File: config.mk
export PLATFORM = sky130hd
export DESIGN_NAME = dc_sweep_ctrl
export DESIGN_NICKNAME = d
export VERILOG_FILES = /design/src/rtl/dc_sweep_ctrl_pkg.sv /design/src/rtl/sweep_point_acc.sv /design/src/rtl/dc_sweep_ctrl.sv
export SDC_FILE = /design/constraint.sdc
export NUM_CORES = 1
export LEC_CHECK = 0
export CAP_MARGIN = 30
export CORE_ASPECT_RATIO = 2
export CORE_MARGIN = 10
export CORE_UTILIZATION = 64
export CTS_CLUSTER_DIAMETER = 80
export DETAILED_ROUTE_END_ITERATION = 10
export DONT_BUFFER_PORTS = 1
export PLACE_DENSITY_LB_ADDON = 0.25
export REMOVE_ABC_BUFFERS = 1
export SLEW_MARGIN = 10
export SYNTH_ARGS = -nofsm -noshare
export SYNTH_HDL_FRONTEND = slang
export SYNTH_SLANG_ARGS = --single-unit
File: constraint.sdc
create_clock -name clk -period 5.3 [get_ports clk]
set_clock_uncertainty 0.15 [all_clocks]
set_input_delay 0.53 -clock clk [delete_from_list [all_inputs] [get_ports clk]]
set_output_delay 0.53 -clock clk [all_outputs]
set_load 0.05 [all_outputs]
File: src/rtl/dc_sweep_ctrl_pkg.sv
// Shared types and default sizing for the DC bias sweep controller.
package dc_sweep_ctrl_pkg;

  localparam int DEF_DAC_W      = 12;
  localparam int DEF_ADC_W      = 12;
  localparam int DEF_SETTLE_CYC = 64;
  localparam int DEF_AVG_LOG2   = 2;

  typedef enum logic [2:0] {
    ST_IDLE,
    ST_LOAD,
    ST_SETTLE,
    ST_REQ,
    ST_EMIT,
    ST_NEXT
  } state_e;

endpackage

File: src/rtl/sweep_point_acc.sv
// Per-point settle/sample counter and probe-sample accumulator.
module sweep_point_acc
  import dc_sweep_ctrl_pkg::*;
#(
  parameter int ADC_W      = DEF_ADC_W,
  parameter int AVG_LOG2   = DEF_AVG_LOG2,
  parameter int SETTLE_CYC = DEF_SETTLE_CYC
) (
  input  logic                      clk,
  input  logic                      rst_n,
  input  logic                      clear_i,
  input  logic                      cnt_clr_i,
  input  logic                      cnt_en_i,
  input  logic                      acc_en_i,
  input  logic [ADC_W-1:0]          data_i,
  output logic                      settle_done_o,
  output logic                      samp_done_o,
  output logic [ADC_W+AVG_LOG2-1:0] sum_o
);

  localparam int NSAMP   = 1 << AVG_LOG2;
  localparam int CNT_MAX = (SETTLE_CYC > NSAMP) ? SETTLE_CYC : NSAMP;
  localparam int CNT_W   = $clog2(CNT_MAX + 1);
  localparam int SUM_W   = ADC_W + AVG_LOG2;

  logic [CNT_W-1:0] cnt_q;
  logic [SUM_W-1:0] sum_q;

  // One counter serves both phases: settle cycles, then accepted samples.
  always_ff @(posedge clk or negedge rst_n) begin
    if (!rst_n) begin
      cnt_q <= '0;
      sum_q <= '0;
    end else begin
      // NOTE: non-blocking assignments keep every register updating from pre-edge values.
      if (clear_i || cnt_clr_i) cnt_q <= '0;
      else if (cnt_en_i)        cnt_q <= cnt_q + CNT_W'(1);

      if (clear_i)       sum_q <= '0;
      else if (acc_en_i) sum_q <= sum_q + SUM_W'(data_i);
    end
  end

  assign settle_done_o = (cnt_q == CNT_W'(SETTLE_CYC - 1));
  assign samp_done_o   = (cnt_q == CNT_W'(NSAMP - 1));
  assign sum_o         = sum_q;

endmodule

File: src/rtl/dc_sweep_ctrl.sv
// Steps a bias DAC across a range, settles, averages probe ADC samples and emits one result per point.
module dc_sweep_ctrl
  import dc_sweep_ctrl_pkg::*;
#(
  parameter int DAC_W      = DEF_DAC_W,
  parameter int ADC_W      = DEF_ADC_W,
  parameter int SETTLE_CYC = DEF_SETTLE_CYC,
  parameter int AVG_LOG2   = DEF_AVG_LOG2
) (
  input  logic             clk,
  input  logic             rst_n,
  input  logic             start,
  input  logic             abort,
  input  logic [DAC_W-1:0] cfg_start,
  input  logic [DAC_W-1:0] cfg_stop,
  input  logic [DAC_W-1:0] cfg_step,
  output logic [DAC_W-1:0] dac_code,
  output logic             dac_load,
  output logic             adc_req,
  input  logic             adc_ack,
  input  logic [ADC_W-1:0] adc_data,
  output logic             res_valid,
  input  logic             res_ready,
  output logic [DAC_W-1:0] res_code,
  output logic [ADC_W-1:0] res_avg,
  output logic             busy,
  output logic             done
);

  state_e                    state_q;
  logic [DAC_W-1:0]          cfg_stop_q, cfg_step_q, dac_code_q, res_code_q;
  logic [ADC_W-1:0]          res_avg_q;
  logic                      dac_load_q, adc_req_q, res_valid_q, busy_q, done_q;
  logic [DAC_W:0]            next_sum;
  logic                      ack_take, settle_done, samp_done;
  logic [ADC_W+AVG_LOG2-1:0] acc_sum;

  // Acks are only meaningful while a request is outstanding.
  assign ack_take = (state_q == ST_REQ) && adc_req_q && adc_ack;
  assign next_sum = {1'b0, dac_code_q} + {1'b0, cfg_step_q};

  sweep_point_acc #(
    .ADC_W      (ADC_W),
    .AVG_LOG2   (AVG_LOG2),
    .SETTLE_CYC (SETTLE_CYC)
  ) u_acc (
    .clk           (clk),
    .rst_n         (rst_n),
    .clear_i       (state_q == ST_LOAD),
    .cnt_clr_i     ((state_q == ST_SETTLE) && settle_done),
    .cnt_en_i      ((state_q == ST_SETTLE) || ack_take),
    .acc_en_i      (ack_take),
    .data_i        (adc_data),
    .settle_done_o (settle_done),
    .samp_done_o   (samp_done),
    .sum_o         (acc_sum)
  );

  always_ff @(posedge clk or negedge rst_n) begin
    if (!rst_n) begin
      state_q     <= ST_IDLE;
      cfg_stop_q  <= '0;
      cfg_step_q  <= '0;
      dac_code_q  <= '0;
      dac_load_q  <= 1'b0;
      adc_req_q   <= 1'b0;
      res_valid_q <= 1'b0;
      res_code_q  <= '0;
      res_avg_q   <= '0;
      busy_q      <= 1'b0;
      done_q      <= 1'b0;
    end else begin
      // NOTE: strobes default low each cycle so they can only ever pulse for one clock.
      dac_load_q <= 1'b0;
      done_q     <= 1'b0;
      if (abort && (state_q != ST_IDLE)) begin
        state_q     <= ST_IDLE;
        adc_req_q   <= 1'b0;
        res_valid_q <= 1'b0;
        busy_q      <= 1'b0;
        done_q      <= 1'b1;
      end else begin
        case (state_q)
          ST_IDLE: if (start && !abort) begin
            cfg_stop_q <= cfg_stop;
            cfg_step_q <= cfg_step;
            dac_code_q <= cfg_start;
            dac_load_q <= 1'b1;
            busy_q     <= 1'b1;
            state_q    <= ST_LOAD;
          end
          ST_LOAD: state_q <= ST_SETTLE;
          ST_SETTLE: if (settle_done) begin
            adc_req_q <= 1'b1;
            state_q   <= ST_REQ;
          end
          ST_REQ: if (ack_take && samp_done) begin
            adc_req_q <= 1'b0;
            state_q   <= ST_EMIT;
          end
          // First EMIT cycle captures the result; the accumulator holds its final value by then.
          ST_EMIT: if (!res_valid_q) begin
            res_valid_q <= 1'b1;
            res_code_q  <= dac_code_q;
            res_avg_q   <= ADC_W'(acc_sum >> AVG_LOG2);
          end else if (res_ready) begin
            res_valid_q <= 1'b0;
            state_q     <= ST_NEXT;
          end
          ST_NEXT: if (next_sum[DAC_W] || (next_sum[DAC_W-1:0] > cfg_stop_q) ||
                       (cfg_step_q == '0)) begin
            done_q  <= 1'b1;
            busy_q  <= 1'b0;
            state_q <= ST_IDLE;
          end else begin
            dac_code_q <= next_sum[DAC_W-1:0];
            dac_load_q <= 1'b1;
            state_q    <= ST_LOAD;
          end
          default: state_q <= ST_IDLE;
        endcase
      end
    end
  end

  assign dac_code  = dac_code_q;
  assign dac_load  = dac_load_q;
  assign adc_req   = adc_req_q;
  assign res_valid = res_valid_q;
  assign res_code  = res_code_q;
  assign res_avg   = res_avg_q;
  assign busy      = busy_q;
  assign done      = done_q;

endmodule

# Word-level counts from Yosys, hierarchy flattened
# Cells that the tools add are included.
[word_totals]
out_inout_bits = 41
regBits = 89
[classes]
order_cmp = 1
eq_ne = 15
addsub = 3
bitwise = 2
n_reduce_logical = 26
mux = 34
[op_table]
columns = ["cell", "count"]
rows = [
  ["$mux 14", 2],
  ["$mux 12", 2],
  ["$pmux 12 s2", 1],
  ["$mux 3", 6],
  ["$pmux 3 s6", 1],
  ["$mux 1", 17],
  ["$add 14x12->14", 1],
  ["$mux 7", 2],
  ["$add 12x12->13", 1],
  ["$gt 12x12->1", 1],
  ["$logic_not 12->1", 1],
  ["$ne 3x3->1 const B", 4],
  ["$reduce_and 3->1", 4],
  ["$reduce_bool 3->1", 3],
  ["$reduce_bool 2->1", 4],
  ["$add 7x1->7 const B", 1],
  ["$eq 7x2->1 const B", 1],
  ["$eq 7x6->1 const B", 1],
  ["$eq 3x2->1 const B", 2],
  ["$eq 3x3->1 const B", 2],
  ["$logic_and 1x1->1", 6],
  ["$pmux 1 s2", 3],
  ["$reduce_and 5->1", 1],
  ["$logic_or 1x1->1", 4],
  ["other kinds (8)", 10],
]

# Longest topological paths before layout
[logic_depth]
word_depth = 7
ltp_mapped = 18
mapped_depth_nobuf = 17

# Modules after synthesis
# A second synthesis with hierarchy kept.
[unflattened]
cells_unflattened = 490
hier_area_um2 = 5311.3
[by_module_without_submodules]
columns = ["mod", "cells_per_inst", "area_per_inst_um2", "seq_area_each_um2", "n_inst"]
rows = [
  ["dc_sweep_ctrl", 312, 3719.8, 1701.6, 1],
  ["sweep_point_acc", 178, 1591.5, 525.5, 1],
]

# Least setup slack after synthesis
# OpenSTA, ideal clock, no wires.
[synth_timing]
path_kind = "flip-flop to flip-flop"
from = "register dac_code_q[0], in the netlist dac_code[0]"
to = "register dac_code_q[0], in the netlist dac_code[0]"
synth_period_minus_slack_ns = 4.272
arrival_time_ns = 3.997
path_slack_ns = 1.028
required_ns = 5.025
stages_incl_launch_ff = 19
setup_time_ns = 0.125
path_cell_list = "dfrtp_1 > ha_1 > inv_1 > fa_1 > nor2b_4 > o2111ai_2 > a311oi_2 > o21a_1 > o21a_1 > nor2_1 > ha_1 > nand2_1 > o21ai_1 > a2111oi_0 > a21oi_1 > nor3_4 > a31oi_4 > buf_6 > mux2_4"
[synth_via]
elab_chain_len = 6
elab_cells_between_ends = 8
[synth_rtl]
columns = ["item", "line", "source"]
rows = [
  ["start: declaration", "dc_sweep_ctrl.sv:31", "logic [DAC_W-1:0] cfg_stop_q, cfg_step_q, dac_code_q, res_code_q;"],
  ["start signal: assignment", "dc_sweep_ctrl.sv:87", "dac_code_q <= cfg_start;"],
  ["start signal: assignment", "dc_sweep_ctrl.sv:116", "dac_code_q <= next_sum[DAC_W-1:0];"],
  ["$add 12x12->13 (*)", "dc_sweep_ctrl.sv:40", "assign next_sum = {1'b0, dac_code_q} + {1'b0, cfg_step_q};"],
  ["$gt 12x12->1", "dc_sweep_ctrl.sv:110", "ST_NEXT: if (next_sum[DAC_W] || (next_sum[DAC_W-1:0] > cfg_stop_q) ||"],
  ["$logic_or 1x1->1 (2 in a row)", "dc_sweep_ctrl.sv:110", ""],
  ["$ne 2x2->1 (no line)", "--", ""],
  ["$reduce_and 4->1 (no line)", "--", ""],
]
# Every way passes the cells marked *; elsewhere a longest branch is shown, timed or not. The select of a mux whose other input is x is not followed.
# A chain may end at the register's enable or synchronous reset.

# Worst setup path in the final report
[layout_timing]
from = "register dac_code_q[1], in the netlist dac_code[1]"
to = "register dac_code_q[8], in the netlist dac_code[8]"
# Same word-level chain as after synthesis.

==> flow_summary_export.csv <==
group,metric,value,unit
clock_network,cts_tree,"yes",
timing,worst_pin_slew,686,ps
clock_network,numCtsBuffers,9,
synth,ys_warn_count,0,
placement,io_buffers,0,
synth,synth-simple-area-share,13.6,%
detailed_routing,dr.pass1.iters,4,
detailed_routing,drcViolationCount,0,
synth,synth_xor_area_share,3.59,%
detailed_routing,num_vias,3706,
layout,drive_above_1_share,17.6,%
die,die_w,83.3,µm
timing,tns,0,ps
synth,synth_top_area_cell,"dfrtp_1",
placement,dp_hpwl,9380,µm
timing,final.period_utilization,91.0,%
synth,netlist_area,5120,µm²
detailed_routing,post_drt_via_cell_ratio,6.27,
timing,finalSetupViolCount,0,
power_and_ir_drop,total_power,4.00,mW
timing,rsz0062_at_grt,"false",
timing,finalHoldViolations,0,
layout,syn_to_final_growth,8.79,%
status,status,"finished clean",
critical_path,end_kind,"register",
grt,grt_pass1_wl,20000,µm
clock_network,clockRootBuffer,"clkbuf_16",
synth,avgSynthCellArea,10.5,µm²
synth,yosys.area.top_type_share,43.5,%
die,fp.dieH,147,µm
critical_path,cp_max_fo,13,
synth,yosysSeqAreaShare,43.5,%
synth,synth_top_family_by_area,"simple AND/OR/NAND/NOR gates",
grt,grt_pass1_vias,3943,
critical_path,path_class,"reg2reg",
synth,synth_compound_area_share,13.1,%
critical_path,cp.arrival,4900,ps
clock_network,cts.htree.levels,3,
synth,synthFlopType,"dfrtp_1",
critical_path,start_kind,"register",
timing,drv_slew,0,
grt,grt_max_degree,90,
grt,antenna_found_initial,0,
layout,num_antenna_cells,0,
timing,fmax,207,MHz
job,maxCapViolCount,0,
grt,track_usage,20.3,%
power_and_ir_drop,ir_drop,0.334,mV
die,core_area,7890,µm²
die,initial_utilization,65.0,%
power_and_ir_drop,power.leakage,2.59,nW
synth,async_reset_ff_share,100,%
critical_path,required,5380,ps
layout,final_common_cell,"dfrtp_1",
placement,place.gp.congestion,0.845,
die,ioPinCount,95,
synth,synthTopCellsByArea,"dfrtp_1 43%, mux2_2 10%, ha_1 9.0%",
clock_network,clockBufferDepth,2,
layout,final_cell_mix,"89 x dfrtp_1, 46 x mux2_2, 37 x nand2_1, 37 x ha_1, 34 x o21ai_0",
timing,slew_headroom,54.3,%
detailed_routing,drtIter0Drc,206,
power_and_ir_drop,power_density,718,nW/µm²
synth,synth_mux_area_share,13.1,%
clock_network,clk-insertion-delay-late,350,ps
synth,synth.distinct_cells,58,
detailed_routing,ant_nets,0,
clock_network,cts.sinks,89,
die,num_rows,46,
min_path,hold_path.class,"in2reg",
clock_network,cts_setup_buffers,0,
layout,nets,583,
timing,period_needed,4820,ps
detailed_routing,wl_per_cell,20.8,µm
synth,synth-edff-count,0,
synth,synthAdderAreaFrac,9.81,%
clock_network,clk_pin_slew_worst_paths,70,ps
die,die_area,12200,µm²
layout,fin_util,70.7,%
synth,syn_inst,490,
grt,grt_overflow,0,
layout,fillers,574,
detailed_routing,routed_wl,12300,µm
synth,ys_seq_elements,89,
[critical path: stages (launching register included)]
cell	delay (ps)
dfrtp_1	700
ha_1	350
a211o_1	360
a2111oi_2	450
o31a_1	240
a21oi_1	80
xor2_1	200
ha_1	300
a21oi_1	200
o21ai_1	90
a2111oi_0	390
a21oi_1	170
nor3_4	290
a31oi_4	330
mux2_1	400
[routing by layer]
| metal | wire (µm) | GRT usage (%) |
|---|---|---|
| met5 | 0 | 0 |
| met3 | 637 | 5.85 |
| met4 | 334 | 8.22 |
| met1 | 4190 | 18.6 |
| met2 | 7120 | 39.6 |
[stage by stage]
stage	cell area [µm²]	hold slack (ps)	cells	setup WS, ps
after floorplan	5050	84.4	473	1010
after global placement	5200	87.5	572	647
after detailed placement	5200	87.2	572	560
after CTS	5560	149	590	522
after global routing	5580	156	591	207
final	5580	156	591	478
[layout make-up]
class | count | area [µm²] | share of cell area (%)
multi-input combinational | 358 | 2730 | 48.9
sequential | 89 | 2230 | 39.9
clock buffer | 10 | 239 | 4.29
tap | 96 | 120 | 2.15
inverter | 26 | 97.6 | 1.75
clock inverter | 6 | 91.3 | 1.64
timing repair buffer | 6 | 71.3 | 1.28
[synthesized netlist by cell type, drive strengths merged (3+ instances only)]
cell / count
and2: 3
buf: 7
o21bai: 3
dfrtp: 89
o21a: 4
nor4: 6
xnor2: 11
nand2: 37
nand3: 22
nand2b: 4
mux2: 55
inv: 26
and3: 4
xor2: 10
a31oi: 4
o31ai: 8
o21ai: 37
nor3: 9
nand4: 6
a21oi: 24
or2: 4
a21o: 4
clkbuf: 10
nor2b: 6
o211ai: 5
ha: 37
nor2: 28
[power by group]
group,switching (mW),total [mW],internal [mW]
combinational,1.05,1.86,0.807
sequential,0.559,1.45,0.889
clock,0.270,0.696,0.426
[registers in the layout, indices dropped and copies added, names as in the netlist]
name	count
state_q	3
res_avg	12
busy	1
cfg_step_q	12
adc_req	1
dac_code	12
u_acc.sum_o	14
done	1
res_code	12
res_valid	1
cfg_stop_q	12
dac_load	1
u_acc.cnt_q	7
[worst paths after layout]
path	from	endpoint	slack, ps	cells past startpoint
min in group asynchronous	rst_n	res_code[9]	590	2
worst min register to register	u_acc.cnt_q[1]	u_acc.cnt_q[1]	370	2
max in group asynchronous	rst_n	res_avg[9]	4040	2
worst min-delay path	cfg_step[1]	cfg_step_q[1]	160	2
worst max register to register	dac_code[1]	dac_code[8]	480	14
worst max-delay path	dac_code[1]	dac_code[8]	480	14
[cell families after synthesis]
kind of cell               count (synthesis)
buffers and inverters                     43
muxes                                     57
AOI/OAI and AO/OA                        103
and+or+nand+nor                          138
DFF                                       89
adders and majority gates                 39
xor gates and xnor gates                  21
[what timing repair did]
item / 4_1_cts / 5_1_grt
hold endpoints to repair: 89 / 0
gates resized for setup: 0 / 0
hold buffers: 2 / 0
(Power assumes the default switching activity.)
